===== src/rtl/sram_port_arbiter.sv =====
// -----------------------------------------------------------------------------
// sram_port_arbiter
// Two-master round-robin arbiter in front of a single SRAM controller port.
// m0 is the CPU data port, m1 is the DMA port. A grant is issued combinationally
// when the SRAM is available and ready; the response (read data or a zero for
// writes) is returned on the granted master's response port one cycle later.
//
// Ports
//   clk, rst                 clock, synchronous active-high reset
//   mX_req_valid/ready       request handshake (ready = grant this cycle)
//   mX_we/be/addr/wdata      request payload
//   mX_rsp_valid/rdata/err   one-cycle response strobe, data, error flag
//   sram_req/we/be/addr/wdata  access port to the SRAM controller
//   sram_rdata               combinational read data from the controller
//   sram_ready, sram_avail   controller ready / SRAM usable
//
// Optional feature macro: SRAM_ARB_ALIGN_CHECK_EN
//   defined   : requests with addr[1:0] != 0 are accepted but not forwarded to
//               the SRAM; they complete with rsp_err=1 and rsp_rdata=0.
//   undefined : no alignment check, rsp_err is always 0.
// -----------------------------------------------------------------------------
module sram_port_arbiter (
    input  logic        clk,
    input  logic        rst,
    input  logic        m0_req_valid,
    output logic        m0_req_ready,
    input  logic        m0_we,
    input  logic [3:0]  m0_be,
    input  logic [12:0] m0_addr,
    input  logic [31:0] m0_wdata,
    output logic        m0_rsp_valid,
    output logic [31:0] m0_rsp_rdata,
    output logic        m0_rsp_err,
    input  logic        m1_req_valid,
    output logic        m1_req_ready,
    input  logic        m1_we,
    input  logic [3:0]  m1_be,
    input  logic [12:0] m1_addr,
    input  logic [31:0] m1_wdata,
    output logic        m1_rsp_valid,
    output logic [31:0] m1_rsp_rdata,
    output logic        m1_rsp_err,
    output logic        sram_req,
    output logic        sram_we,
    output logic [3:0]  sram_be,
    output logic [12:0] sram_addr,
    output logic [31:0] sram_wdata,
    input  logic [31:0] sram_rdata,
    input  logic        sram_ready,
    input  logic        sram_avail
);

    localparam int unsigned DATA_W = 32;
    localparam int unsigned ADDR_W = 13;
    localparam int unsigned BE_W   = 4;

    // Priority pointer: 0 = m0 has priority, 1 = m1 has priority
    logic              ptr_q, ptr_d;
    logic              grant_ok_c, gnt0_c, gnt1_c, misal_c, issue_c;
    logic              sel_we_c;
    logic [BE_W-1:0]   sel_be_c;
    logic [ADDR_W-1:0] sel_addr_c;
    logic [DATA_W-1:0] sel_wdata_c;

    logic              rsp0_valid_q, rsp0_valid_d, rsp1_valid_q, rsp1_valid_d;
    logic [DATA_W-1:0] rsp0_rdata_q, rsp0_rdata_d, rsp1_rdata_q, rsp1_rdata_d;
    logic              rsp0_err_q, rsp0_err_d, rsp1_err_q, rsp1_err_d;

    // Grant decision; reset also blocks grants so nothing is owed across it
    assign grant_ok_c = sram_avail & sram_ready & ~rst;
    assign gnt0_c     = grant_ok_c & m0_req_valid & (~m1_req_valid | ~ptr_q);
    assign gnt1_c     = grant_ok_c & m1_req_valid & (~m0_req_valid |  ptr_q);

    assign m0_req_ready = gnt0_c;
    assign m1_req_ready = gnt1_c;

    // Mux of the granted master's request (gnt0/gnt1 are mutually exclusive)
    always_comb begin
        sel_we_c    = 1'b0;
        sel_be_c    = '0;
        sel_addr_c  = '0;
        sel_wdata_c = '0;
        if (gnt0_c) begin
            sel_we_c    = m0_we;
            sel_be_c    = m0_be;
            sel_addr_c  = m0_addr;
            sel_wdata_c = m0_wdata;
        end else if (gnt1_c) begin
            sel_we_c    = m1_we;
            sel_be_c    = m1_be;
            sel_addr_c  = m1_addr;
            sel_wdata_c = m1_wdata;
        end
    end

`ifdef SRAM_ARB_ALIGN_CHECK_EN
    assign misal_c = (gnt0_c | gnt1_c) & (sel_addr_c[1:0] != 2'b00);
`else
    assign misal_c = 1'b0;
`endif

    // Misaligned grants complete on the master side without touching the SRAM
    assign issue_c    = (gnt0_c | gnt1_c) & ~misal_c;
    assign sram_req   = issue_c;
    assign sram_we    = issue_c & sel_we_c;
    assign sram_be    = issue_c ? sel_be_c    : '0;
    assign sram_addr  = issue_c ? sel_addr_c  : '0;
    assign sram_wdata = issue_c ? sel_wdata_c : '0;

    // Next-state: pointer rotation and response capture
    always_comb begin
        ptr_d        = ptr_q;
        rsp0_valid_d = gnt0_c;
        rsp1_valid_d = gnt1_c;
        rsp0_rdata_d = rsp0_rdata_q;
        rsp1_rdata_d = rsp1_rdata_q;
        rsp0_err_d   = gnt0_c & misal_c;
        rsp1_err_d   = gnt1_c & misal_c;
        if (gnt0_c) begin
            ptr_d        = 1'b1;
            rsp0_rdata_d = (m0_we | misal_c) ? '0 : sram_rdata;
        end else if (gnt1_c) begin
            ptr_d        = 1'b0;
            rsp1_rdata_d = (m1_we | misal_c) ? '0 : sram_rdata;
        end
    end

    always_ff @(posedge clk) begin
        if (rst) begin
            ptr_q        <= 1'b0;
            rsp0_valid_q <= 1'b0;
            rsp1_valid_q <= 1'b0;
            rsp0_rdata_q <= '0;
            rsp1_rdata_q <= '0;
            rsp0_err_q   <= 1'b0;
            rsp1_err_q   <= 1'b0;
        end else begin
            ptr_q        <= ptr_d;
            rsp0_valid_q <= rsp0_valid_d;
            rsp1_valid_q <= rsp1_valid_d;
            rsp0_rdata_q <= rsp0_rdata_d;
            rsp1_rdata_q <= rsp1_rdata_d;
            rsp0_err_q   <= rsp0_err_d;
            rsp1_err_q   <= rsp1_err_d;
        end
    end

    assign m0_rsp_valid = rsp0_valid_q;
    assign m0_rsp_rdata = rsp0_rdata_q;
    assign m0_rsp_err   = rsp0_err_q;
    assign m1_rsp_valid = rsp1_valid_q;
    assign m1_rsp_rdata = rsp1_rdata_q;
    assign m1_rsp_err   = rsp1_err_q;

endmodule

===== config.mk =====
export PLATFORM = sky130hd
export DESIGN_NAME = sram_port_arbiter
export DESIGN_NICKNAME = d
export VERILOG_FILES = /design/src/rtl/sram_port_arbiter.sv
export SDC_FILE = /design/constraint.sdc
export NUM_CORES = 1
export LEC_CHECK = 0
export ABC_AREA = 1
export ABC_CLOCK_PERIOD_IN_PS = 3190
export BUFFER_PORTS_ARGS = -buffer_cell sky130_fd_sc_hd__buf_2
export CAP_MARGIN = 40
export CORE_MARGIN = 5
export CORE_UTILIZATION = 30
export DETAILED_ROUTE_END_ITERATION = 7
export GPL_TIMING_DRIVEN = 1
export PLACE_DENSITY_LB_ADDON = 0.3
export SETUP_SLACK_MARGIN = 0.5
export SYNTH_ARGS = -nofsm -noshare
export SYNTH_HDL_FRONTEND = slang
export SYNTH_SLANG_ARGS = --single-unit

===== constraint.sdc =====
create_clock -name clk -period 3.19 [get_ports clk]
set_input_delay 0.638 -clock clk [delete_from_list [all_inputs] [get_ports clk]]
set_output_delay 0.638 -clock clk [all_outputs]
set_load 0.01 [all_outputs]

==> run summary, run 1 <==
The cell depth of the worst hold path came out at 2. The critical path is of the in2out type. The global-route wire length before repair is 21300 µm. The reg-to-reg startpoint is ptr_q. The post-place setup slack is 0.622 ns.

The cell count after placement came out at 987. The number of warning messages in the yosys log came out at 0. Setup repair after global routing left no endpoint under its margin.

The cell depth of the worst flop-to-flop path came out at 9. The count of cells resized by post-cts repair is 0. The final clock skew is 0.00268 ns. The pin count of the biggest net entering global routing is 66. For this run, the slowest stage of the critical path takes 0.30 ns. The final core area utilization came out at 0.440. In the final layout, the share of cells above drive strength 1 is 0.336. The number of top-level pins is 259. The total grt overflow is 0. The count of fill cells added during filler insertion is 1340. The internal reg-to-reg setup slack is 1.41 ns. The via density per instance came out at 4.36.

The sequential fraction of the synthesis area is 0.367. The clock period minus final worst setup slack came out at 2.54 ns. On the critical path, the stage with the largest delay is an instance of sky130_fd_sc_hd__buf_4. The aggregate negative setup slack is 0 ns. The worst setup path is captured at an output port. The total power after layout is 0.00222 W. The maximum resistive drop on vdd came out at 0.000336 V. In this run the clock root is driven by a sky130_fd_sc_hd__clkbuf_16. Detailed placement finished with a half-perimeter wire length of 10800 µm. TritonCTS created 9 clock buffers. The area of all sequential standard cells is 1340 µm². The worst hold path begins at m0_rsp_rdata[0]. The antenna violation net count after detailed routing came out at 0.

The net count of the finished layout came out at 989. In this run, the number of DRC markers left after iteration 0 of detailed routing was 237. The via count of the first global-routing pass was 4117. After detailed routing, the number of remaining DRC violations is 0. The count of hold buffers inserted by post-cts repair came out at 0. The floorplan has 40 rows.

The clock tree from TritonCTS is built. Setup violations remaining at the end of the flow were counted as 0. In this run the critical register-to-register path is captured at m1_rsp_rdata[22]. The overall track demand over capacity in global routing came out at 0.182. The initial core utilization is 0.306. The insertion delay to the later sink of the worst-skew pair is 0.32 ns. The startpoint kind of the worst setup timing path is a primary input. The final standard cell count with taps included and fillers excluded came out at 1004. Summing all multi-input logic gate instances after layout gives 1930 µm². From synthesis to final layout, the design area changed by 43.9%. For the pin with the worst max-slew slack, the measured transition is 0.679 ns. Post-CTS timing repair inserted 0 buffers for setup. The flop and latch count out of synthesis is 67.

The mapped cell area is 3660 µm². Data on the critical path arrives at its endpoint at 1.91 ns. The placeable core region is 12000 µm². The run finished with clean final reports. The kind of path behind the tightest hold check is reg2reg. The required time of the worst setup path is 2.55 ns. The count of input and output buffers came out at 256.

Max-cap violations in this run came to 0. The highest achievable clock rate came out at 393 MHz. The biggest fanout along the worst timing path is 31. The number of buffers on the longest clock path came out at 2. The number of endpoints with negative hold slack in the final report came to 0. The congestion estimate from routability-driven global placement came to 0.904. The die area is 14500 µm². The clock-pin slew on the worst setup and hold paths came out at 0.05 ns.

The number of unique standard cell types used by synthesis is 21. Across all layers, the routed design uses 4380 vias. The count of mapped cells out of synthesis is 613. A synthesized cell averages 5.97 µm².

The max-slew violation count came to 0. For hold timing, the worst endpoint is m0_rsp_rdata[0]. The sink count of the clock tree came out at 67.

The floorplan step set the die height to 120 µm. Once routing completed, OpenROAD measured the worst setup slack at 0.646 ns. The portion of the clock cycle consumed by the worst path in the final layout came out at 0.797. The total routed wirelength came out at 13900 µm. The power density relative to cell area is 421 nW/µm². The routed length per placed instance is 13.9 µm. The number of optimization iterations in the first detailed-route pass is 4. The number of antenna violations at the first check in global routing came to 1.

Measured against its own limit, the worst slew margin works out to 0.547. The die width is 120 µm. The H-tree level count came out at 3. The standby leakage power came out at 3.22 nW. The signal on the critical path passes through buf_2 -> inv_2 -> nand3_4 -> nor2_4 -> buf_4 -> nand2_1 -> nand2_1 -> buf_2.
## layer usage
metal | wire length (µm) | up-vias | part of all wire | global-route usage
li1 | - | 2299 | - | -
met1 | 5490 | 1869 | 0.39 | 0.210
met2 | 6680 | 191 | 0.48 | 0.309
met3 | 1430 | 21 | 0.10 | 0.0688
met4 | 314 | 0 | 0.023 | 0.0673
met5 | 0 | - | 0 | 0
## flip-flops by register name, summed over array words and instances (netlist names)
signal / cells
m1_rsp_valid: 1
ptr_q: 1
m1_rsp_rdata: 32
m0_rsp_rdata: 32
m0_rsp_valid: 1
## stage by stage
stage / area [µm²] / hold slack (ns)
global placement: 4950 / 0.442
global route: 5270 / 0.480
floorplan: 3660 / 0.501
detailed placement: 4950 / 0.455
CTS: 5260 / 0.469
finish: 5270 / 0.463
## layout by cell type, fill, tap and decap left out, types with 2 or more instances in the layout
cell type                     n
sky130_fd_sc_hd__conb_1       2
sky130_fd_sc_hd__buf_2      256
sky130_fd_sc_hd__o21bai_1    17
sky130_fd_sc_hd__clkbuf_8     3
sky130_fd_sc_hd__nand2_1    277
sky130_fd_sc_hd__buf_4        9
sky130_fd_sc_hd__inv_2        3
sky130_fd_sc_hd__a21oi_1     15
sky130_fd_sc_hd__nor2_1     131
sky130_fd_sc_hd__dfxtp_1     67
sky130_fd_sc_hd__clkbuf_1     3
sky130_fd_sc_hd__o21ai_0      2
sky130_fd_sc_hd__nand2_4      2
sky130_fd_sc_hd__nand3_1     17
sky130_fd_sc_hd__clkbuf_16    9
sky130_fd_sc_hd__inv_1       37
## cell families (layout without fill, tap and decap cells)
logic type / Yosys count / after routing / synth area share
flops: 67 / 67 / 0.367
other cells: 1 / 3 / 0.00103
simple gates: 431 / 431 / 0.460
compound gates: 35 / 35 / 0.0626
buf+inv: 79 / 321 / 0.109
## worst max path at each step
| stage | startpoint | endpoint | cells after the start |
|---|---|---|---|
| 2_1_floorplan | m0_req_valid | sram_we | 5 |
| 3_3_place_gp | rst | sram_wdata[20] | 8 |
| 3_5_place_dp | rst | sram_wdata[20] | 8 |
| 4_1_cts | ptr_q | sram_wdata[20] | 8 |
| 5_1_grt | rst | sram_req | 8 |
| 6_report | rst | sram_wdata[20] | 8 |
## synthesized netlist by cell type, drive strengths merged
cell / count / area, µm²
conb: 1 / 3.75
buf: 32 / 224
nor2: 133 / 518
inv: 40 / 150
o21bai: 17 / 128
clkbuf: 7 / 26.3
a21oi: 16 / 91.3
nand2: 280 / 1060
o21ai: 2 / 10.0
nand3: 18 / 103
dfxtp: 67 / 1340
## worst max-delay path, delay by kind of cell
family / cells / cell delay [ns]
buf+inv: 4 / 0.64
simple gates: 4 / 0.61
## report_power, final
| group | switching, W | internal [W] | total (W) |
|---|---|---|---|
| clock | 0.000347 | 0.000670 | 0.00102 |
| combinational | 0.000188 | 0.000137 | 0.000325 |
| sequential | 0.0000121 | 0.000863 | 0.000875 |
| total | 0.000548 | 0.00167 | 0.00222 |
## final cells by class
cell class,instances,share of cell area
Inverter,40,0.0285
Sequential cell,67,0.255
Clock inverter,1,0.00570
Timing Repair Buffer,265,0.256
Clock buffer,15,0.0528
Multi-Input combinational cell,468,0.367
Tap cell,147,0.0349
Antenna cell,1,0.000475
(Power assumes the default switching activity.)
==> run 2: changes to the inputs <==
--- a/config.mk
+++ b/config.mk
@@ -5,8 +5,8 @@
 export SDC_FILE = /design/constraint.sdc
 export NUM_CORES = 1
 export LEC_CHECK = 0
-export ABC_AREA = 1
-export ABC_CLOCK_PERIOD_IN_PS = 3190
+export ABC_AREA = 0
+export ABC_CLOCK_PERIOD_IN_PS = 2410
 export BUFFER_PORTS_ARGS = -buffer_cell sky130_fd_sc_hd__buf_2
 export CAP_MARGIN = 40
 export CORE_MARGIN = 5
==> constraint.sdc (replaced) <==
create_clock -name clk -period 2.41 [get_ports clk]
set_input_delay 0.482 -clock clk [delete_from_list [all_inputs] [get_ports clk]]
set_output_delay 0.482 -clock clk [all_outputs]
set_load 0.01 [all_outputs]
==> run summary, run 2 <==
The count of input and output buffers is 256 (unchanged). The clock tree from TritonCTS is built. The power density relative to cell area came out at 501 nW/µm² (+19%).

The prevailing post-synth register cell is sky130_fd_sc_hd__dfxtp_1. The final clock skew was 0.00607 ns (+0.00338 ns). The worst hold-check slack came out at 0.423 ns (-0.0400 ns).

For hold timing, the worst endpoint is m1_rsp_rdata[31]. The number of unique standard cell types used by synthesis came out at 26 (+24%). The cell depth of the worst flop-to-flop path came out at 6 (-3). The worst register-to-register path begins at ptr_q. The cell depth of the worst hold path is 3 (+1). The die area is 13600 µm² (-6.2%). The dominant cell type by count on the critical path is sky130_fd_sc_hd__buf_6. The portion of the clock cycle consumed by the worst path in the final layout came out at 0.883. In the post-synthesis netlist, the biggest area contributors are sky130_fd_sc_hd__dfxtp_1, sky130_fd_sc_hd__a22o_1, sky130_fd_sc_hd__nand2b_1.

For this design, the slowest cell found on the critical path is sky130_fd_sc_hd__buf_6. The sequential fraction of the synthesis area is 0.393 (+0.0263). The worst slew margin relative to its limit is 0.571 (+0.0239). The count of fill cells added during filler insertion came out at 1075 (-20%).

The routed length per placed instance came out at 19.6 µm (+41%). The number of endpoints with negative hold slack in the final report came out at 0 (unchanged). The count of mapped cells out of synthesis came to 364 (-41%). The total CTS buffers was 9 (unchanged). The startpoint of the lowest-slack hold path is sram_rdata[31]. The sum of buffers and inverters on the critical path is 4 (unchanged). The number of antenna violations at the first check in global routing is 0 (-1). The count of flip-flops with a built-in enable after synthesis is 0 (unchanged).

The biggest area contributor in the post-synthesis netlist is sky130_fd_sc_hd__dfxtp_1. The standby leakage power was 2.65 nW (-18%). The die width is 117 µm (-3.1%). The library cells used most frequently in the layout, excluding fill and tap cells, are sky130_fd_sc_hd__buf_2, sky130_fd_sc_hd__dfxtp_1, sky130_fd_sc_hd__nand2b_1, sky130_fd_sc_hd__a22o_1. The number of optimization iterations in the first detailed-route pass came out at 4 (unchanged).

The worst setup path is captured at an output port. The highest achievable clock rate is 470 MHz. The internal reg-to-reg setup slack is 0.86 ns (-0.55 ns). The net count of the finished layout is 761 (-23%). The destination of the worst register-to-register timing path is m1_rsp_rdata[7]. The H-tree level count is 3 (unchanged). CTS placed an instance of sky130_fd_sc_hd__clkbuf_16 at the clock tree root.

The mean instance size in the synthesized netlist is 9.38 µm² (+57%). On the critical path the largest part of the delay comes from buffers and inverters. The max-slew violation count is 0 (unchanged). The die boundary height is 117 µm (-3.1%). By instance count, the leading cell after synthesis is sky130_fd_sc_hd__dfxtp_1. The initial core utilization is 0.303 (-0.00305). The pin count of the biggest net entering global routing came out at 68 (+3.0%). The mapped cell area is 3410 µm² (-6.7%).

The total routed wirelength was 15100 µm (+8.4%). By count the netlist is led by sky130_fd_sc_hd__dfxtp_1, sky130_fd_sc_hd__nand2b_1, sky130_fd_sc_hd__a22o_1. The number of buffers on the longest clock path came out at 2 (unchanged). The maximum resistive drop on vdd is 0.000373 V (+11%).

The total grt overflow is 0 (unchanged). The library cell used most frequently in the layout, excluding fill and tap cells, is sky130_fd_sc_hd__buf_2. The aggregate negative setup slack came out at 0 ns (unchanged).

The flow ran to the end, and the final reports show no timing, DRC or antenna violations. The clock-pin slew on the worst setup and hold paths is 0.06 ns (about the same). The flop and latch count out of synthesis is 67 (unchanged). The number of warning messages in the yosys log came to 0 (unchanged).

The insertion delay to the later sink of the worst-skew pair came to 0.32 ns (about the same). The weighted congestion at the end of routability-driven global placement came out at 0.831 (-8.1%). The required time of the worst setup path is 1.93 ns (-0.62 ns).

The sink count of the clock tree came out at 67 (unchanged). The setup path with the least slack is of type in2out. The overall track demand over capacity in global routing came to 0.198 (+0.0152). The critical path goes through buf_6 -> nand3b_4 -> a211oi_4 -> buf_6 -> clkbuf_16 -> a22o_1 -> buf_2. The share of the synthesized area in the top cell type is 0.393 (+0.0263). The first-iteration detailed-routing DRC count came out at 199 (-16%). Setup repair after global routing could not meet its margin everywhere. The half-perimeter wire length after detailed placement came to 10200 µm (-5.3%). The global-route wire length before repair is 20700 µm (-2.8%).

The area growth from synthesis to final layout is 64.1%. The antenna violation net count after detailed routing was 0 (unchanged). The biggest fanout along the worst timing path is 6 (-81%). The placeable core region came out at 11300 µm² (-5.8%). The startpoint kind of the worst setup timing path is a primary input. The number of maximum-capacitance violations came out at 0 (unchanged).

The min-delay analysis places its worst path in the category in2reg. The critical path's largest stage delay came out at 0.23 ns (-0.07 ns). The clock period minus final worst setup slack is 2.13 ns. The critical path arrival was 1.65 ns (-0.26 ns).

The number of inserted diodes is 0 (-1). The number of top-level pins came out at 259 (unchanged). The via density per instance is 5.03 (+15%).

The final number of setup-violating endpoints is 0 (unchanged). The number of vias in the routed layout is 3875 (-12%). The fraction of layout instances using a drive strength above 1 came out at 0.498 (+0.161). The count of hold buffers inserted by post-cts repair came out at 0 (unchanged). The floorplan row count is 39 (-2.5%).

The via count of the first global-routing pass is 3802 (-7.7%). The slew of the pin with the lowest slew margin is 0.643 ns (-0.0359 ns). The async set-or-reset flop fraction in the synthesized netlist is 0 (unchanged). The residual DRC count is 0 (unchanged).
[run 2: worst min-delay path: stages]
cell                       delay (ns)
sky130_fd_sc_hd__buf_2           0.10
sky130_fd_sc_hd__nand2b_1        0.06
sky130_fd_sc_hd__mux2i_1         0.06
[run 2: worst max path at each step]
stage                 start              to  slack (ns)  depth (start not counted)
5_1_grt               ptr_q   sram_wdata[4]        0.22                          6
6_report                rst   sram_wdata[4]        0.28                          7
3_3_place_gp            rst      sram_be[3]        0.18                          6
4_1_cts                 rst         sram_we        0.30                          8
3_5_place_dp            rst   sram_addr[12]        0.15                          6
2_1_floorplan  m0_req_valid  sram_wdata[12]        0.52                          4
[run 2: timing repair]
item,in CTS,in global routing
resized for setup,10,15
endpoints found under the setup margin,53,53
hold endpoints to repair,0,0
gates cloned,6,7
setup buffers,8,2
pin swaps,2,38
[run 2: final cells by class]
type / instances / area [µm²] / share of cell area
clock buffers: 14 / 274 / 0.0489
clock inverters: 1 / 7.51 / 0.00134
repair buffers: 289 / 1900 / 0.339
well taps: 143 / 179 / 0.0319
multi-input cells: 254 / 1890 / 0.338
flip-flops and latches: 67 / 1340 / 0.240
inverters: 2 / 7.51 / 0.00134
[run 2: report_power, final]
group / internal [W] / total [W] / switching, W
Clock: 0.000776 / 0.00124 / 0.000464
Combinational: 0.000219 / 0.000433 / 0.000214
Sequential: 0.00113 / 0.00113 / 0.00000804
[run 2: metal layers]
metal / share of wire / global-route usage / vias up
li1: - / - / 1860
met1: 0.40 / 0.238 / 1794
met2: 0.49 / 0.338 / 197
met3: 0.095 / 0.0560 / 24
met4: 0.021 / 0.0688 / 0
met5: 0 / 0 / -
[run 2: kinds of logic (layout without fill, tap and decap cells)]
logic type / after synthesis / in the layout / share of synthesized area
flip-flops: 67 / 67 / 0.393
other: 1 / 2 / 0.00110
buffers and inverters: 44 / 306 / 0.0630
AO/OA/AOI/OAI: 119 / 119 / 0.236
AND/OR/NAND/NOR: 101 / 101 / 0.213
multiplexers: 32 / 32 / 0.0938
[run 2: stage by stage]
step	worst slack (ns)	power (W)	util	area, µm²	instances
after floorplan	0.522	0.00133	-	3420	365
after global placement	0.176	0.00153	0.426	4800	732
after detailed placement	0.151	0.00154	0.426	4800	732
after CTS	0.296	0.00281	0.475	5360	761
after global routing	0.220	0.00293	0.497	5600	770
final	0.281	0.00281	0.497	5600	770
==> run 3: changes to the inputs <==
--- a/config.mk
+++ b/config.mk
@@ -9,12 +9,13 @@
 export ABC_CLOCK_PERIOD_IN_PS = 2410
 export BUFFER_PORTS_ARGS = -buffer_cell sky130_fd_sc_hd__buf_2
 export CAP_MARGIN = 40
-export CORE_MARGIN = 5
+export CORE_MARGIN = 2
 export CORE_UTILIZATION = 30
 export DETAILED_ROUTE_END_ITERATION = 7
 export GPL_TIMING_DRIVEN = 1
 export PLACE_DENSITY_LB_ADDON = 0.3
 export SETUP_SLACK_MARGIN = 0.5
+export SLEW_MARGIN = 20
 export SYNTH_ARGS = -nofsm -noshare
 export SYNTH_HDL_FRONTEND = slang
 export SYNTH_SLANG_ARGS = --single-unit
==> run summary, run 3 (synthesis gave the netlist of run 2 again) <==
The flow ran to the end, and the final reports show no timing, DRC or antenna violations. The pin count of the biggest net entering global routing is 68 (unchanged). Leaving out fill and tap cells, the most frequent cells in the layout are sky130_fd_sc_hd__buf_2, sky130_fd_sc_hd__dfxtp_1, sky130_fd_sc_hd__nand2b_1, sky130_fd_sc_hd__a22o_1.

The highest achievable clock rate came to 467 MHz (-0.63%). The maximum resistive drop on vdd came to 0.000358 V (-4.1%). The fraction of layout instances using a drive strength above 1 is 0.502 (+0.00397).

The number of maximum-capacitance violations is 0 (unchanged). The clock period minus final worst setup slack came out at 2.14 ns (+0.0135 ns). The die boundary height is 111 µm (-5.1%). The insertion delay to the later sink of the worst-skew pair came out at 0.32 ns (about the same).

The library cell used most frequently in the layout, excluding fill and tap cells, is sky130_fd_sc_hd__buf_2. The startpoint kind of the worst setup timing path is a flip-flop. The die width came out at 111 µm (-5.1%).

The die area is 12200 µm² (-10%). The max-slew violation count is 0 (unchanged). The number of antenna violations at the first check in global routing was 1 (+1). The placeable core region is 11000 µm² (-2.6%). TritonCTS built the clock tree.

The kind of path behind the tightest hold check is in2reg. The area growth from synthesis to final layout came out at 63.0%. The internal reg-to-reg setup slack came out at 0.75 ns (-0.11 ns).

The residual DRC count is 0 (unchanged). The standby leakage power came to 2.63 nW (-0.52%). The initial core utilization came out at 0.311 (+0.00797).

The net count of the finished layout is 765 (+0.53%). Setup repair after global routing could not meet its margin everywhere. The weighted congestion at the end of routability-driven global placement came to 1.02 (+23%). The number of endpoints with negative hold slack in the final report came to 0 (unchanged).

The critical path's largest stage delay was 0.37 ns (+0.14 ns). The number of optimization iterations in the first detailed-route pass came out at 4 (unchanged). The antenna violation net count after detailed routing came to 0 (unchanged).

The slowest library cell on the worst path is sky130_fd_sc_hd__dfxtp_4. The routed length per placed instance came out at 19.2 µm (-1.8%). The signal on the critical path passes through inv_4 -> a211oi_4 -> buf_6 -> buf_6 -> clkbuf_16 -> a22o_1 -> buf_2. The via density per instance is 5.07 (+0.74%). The total grt overflow came out at 0 (unchanged). In this design, the critical path's most frequently occurring cell is sky130_fd_sc_hd__buf_6. The global-route wire length before repair came out at 21100 µm (+2.2%). The total CTS buffers came out at 9 (unchanged).

The worst slew margin relative to its limit was 0.585 (+0.0138). The portion of the clock cycle consumed by the worst path in the final layout came out at 0.889 (+0.00558). The overall track demand over capacity in global routing is 0.217 (+0.0188).

The count of hold buffers inserted by post-cts repair came to 0 (unchanged). The clock-pin slew on the worst setup and hold paths came to 0.06 ns (about the same). The half-perimeter wire length after detailed placement is 10000 µm (-2.2%).

The tree is rooted in a sky130_fd_sc_hd__clkbuf_16. The number of top-level pins is 259 (unchanged). The slew of the pin with the lowest slew margin came to 0.623 ns (-0.0207 ns). The cell count after placement came out at 733 (+0.14%). The floorplan row count is 38 (-2.6%). The nature of the critical path endpoint is an output port. The biggest fanout along the worst timing path came out at 6 (unchanged). The power density relative to cell area came to 491 nW/µm² (-1.9%). The H-tree level count is 3 (unchanged). The final standard cell count with taps included and fillers excluded is 773 (+0.39%).

The via count of the first global-routing pass is 3723 (-2.1%). The final clock skew is 0.00586 ns (-0.000210 ns). The final number of setup-violating endpoints is 0 (unchanged). The total routed wirelength is 14900 µm (-1.4%). The post-place setup slack came to 0.233 ns (+0.0820 ns). The worst-case setup margin in the final layout came out at 0.267 ns (-0.0135 ns). The critical path in this run is classified as reg2out. The aggregate negative setup slack came to 0 ns (unchanged). The sink count of the clock tree was 67 (unchanged). The number of buffers on the longest clock path was 2 (unchanged). The number of vias in the routed layout came out at 3919 (+1.1%). The critical path arrival is 1.66 ns (about the same). The required time of the worst setup path is 1.93 ns (about the same).

The count of input and output buffers is 256 (unchanged). The first-iteration detailed-routing DRC count came out at 202 (+1.5%).
-- run 3: cell count changes in the layout (fill, tap and decap cells not counted), moves of 2 or more --
cell,before,now
sky130_fd_sc_hd__clkbuf_8,3,0
sky130_fd_sc_hd__buf_2,246,244
sky130_fd_sc_hd__bufbuf_16,2,0
sky130_fd_sc_hd__buf_16,5,3
sky130_fd_sc_hd__buf_4,11,21
sky130_fd_sc_hd__buf_12,2,5
sky130_fd_sc_hd__clkinv_2,0,3
sky130_fd_sc_hd__buf_6,17,14
-- run 3: layout make-up --
cell class	count	area, µm²
fillers	1085	5420
multi-input cells	254	1900
repair buffers	293	1870
flip-flops and latches	67	1350
clock buffers	11	233
well taps	140	175
clock inverters	5	30.0
inverters	2	10.0
diodes	1	2.50
-- run 3: critical path, delay by kind of cell (launching register included) --
kind / cells / cell delay [ns]
flip-flops: 1 / 0.37
buffers and inverters: 5 / 0.59
AO/OA/AOI/OAI: 2 / 0.38
-- run 3: routing by layer --
| metal | GRT usage | wire, µm | part of all wire | up-vias |
|---|---|---|---|---|
| met3 | 0.0667 | 1390 | 0.094 | 30 |
| met4 | 0.0958 | 655 | 0.044 | 0 |
| met2 | 0.339 | 6740 | 0.45 | 221 |
| met1 | 0.274 | 6070 | 0.41 | 1807 |
| li1 | - | - | - | 1861 |
| met5 | 0 | 0 | 0 | - |
-- run 3: metrics by stage --
stage	hold WS [ns]	util	power (W)	cell area, µm²
2_1_floorplan	0.493	-	0.00133	3420
3_3_place_gp	0.456	0.438	0.00154	4810
3_5_place_dp	0.462	0.438	0.00154	4810
4_1_cts	0.412	0.481	0.00274	5280
5_1_grt	0.415	0.507	0.00285	5570
6_report	0.426	0.507	0.00274	5570
-- run 3: path summary, 6_finish.rpt --
check	from	end	cells past startpoint
setup reg to reg	ptr_q	m1_rsp_rdata[14]	5
hold reg to reg	m1_rsp_rdata[24]	m1_rsp_rdata[24]	2
hold / removal	sram_rdata[17]	m1_rsp_rdata[17]	3
setup / recovery	ptr_q	sram_wdata[2]	7
-- run 3: power by group --
part           switching (W)  internal [W]  leakage (nW)  total (W)
Sequential        0.00000861       0.00112         0.542    0.00113
Clock               0.000473      0.000691         0.125    0.00116
Combinational       0.000219      0.000220          1.97   0.000439
-- run 3: repair_timing --
action	4_1_cts	5_1_grt
pin swaps	2	10
setup buffers	9	2
gates resized for setup	14	15
cloned	3	9
endpoints found under the setup margin	52	53
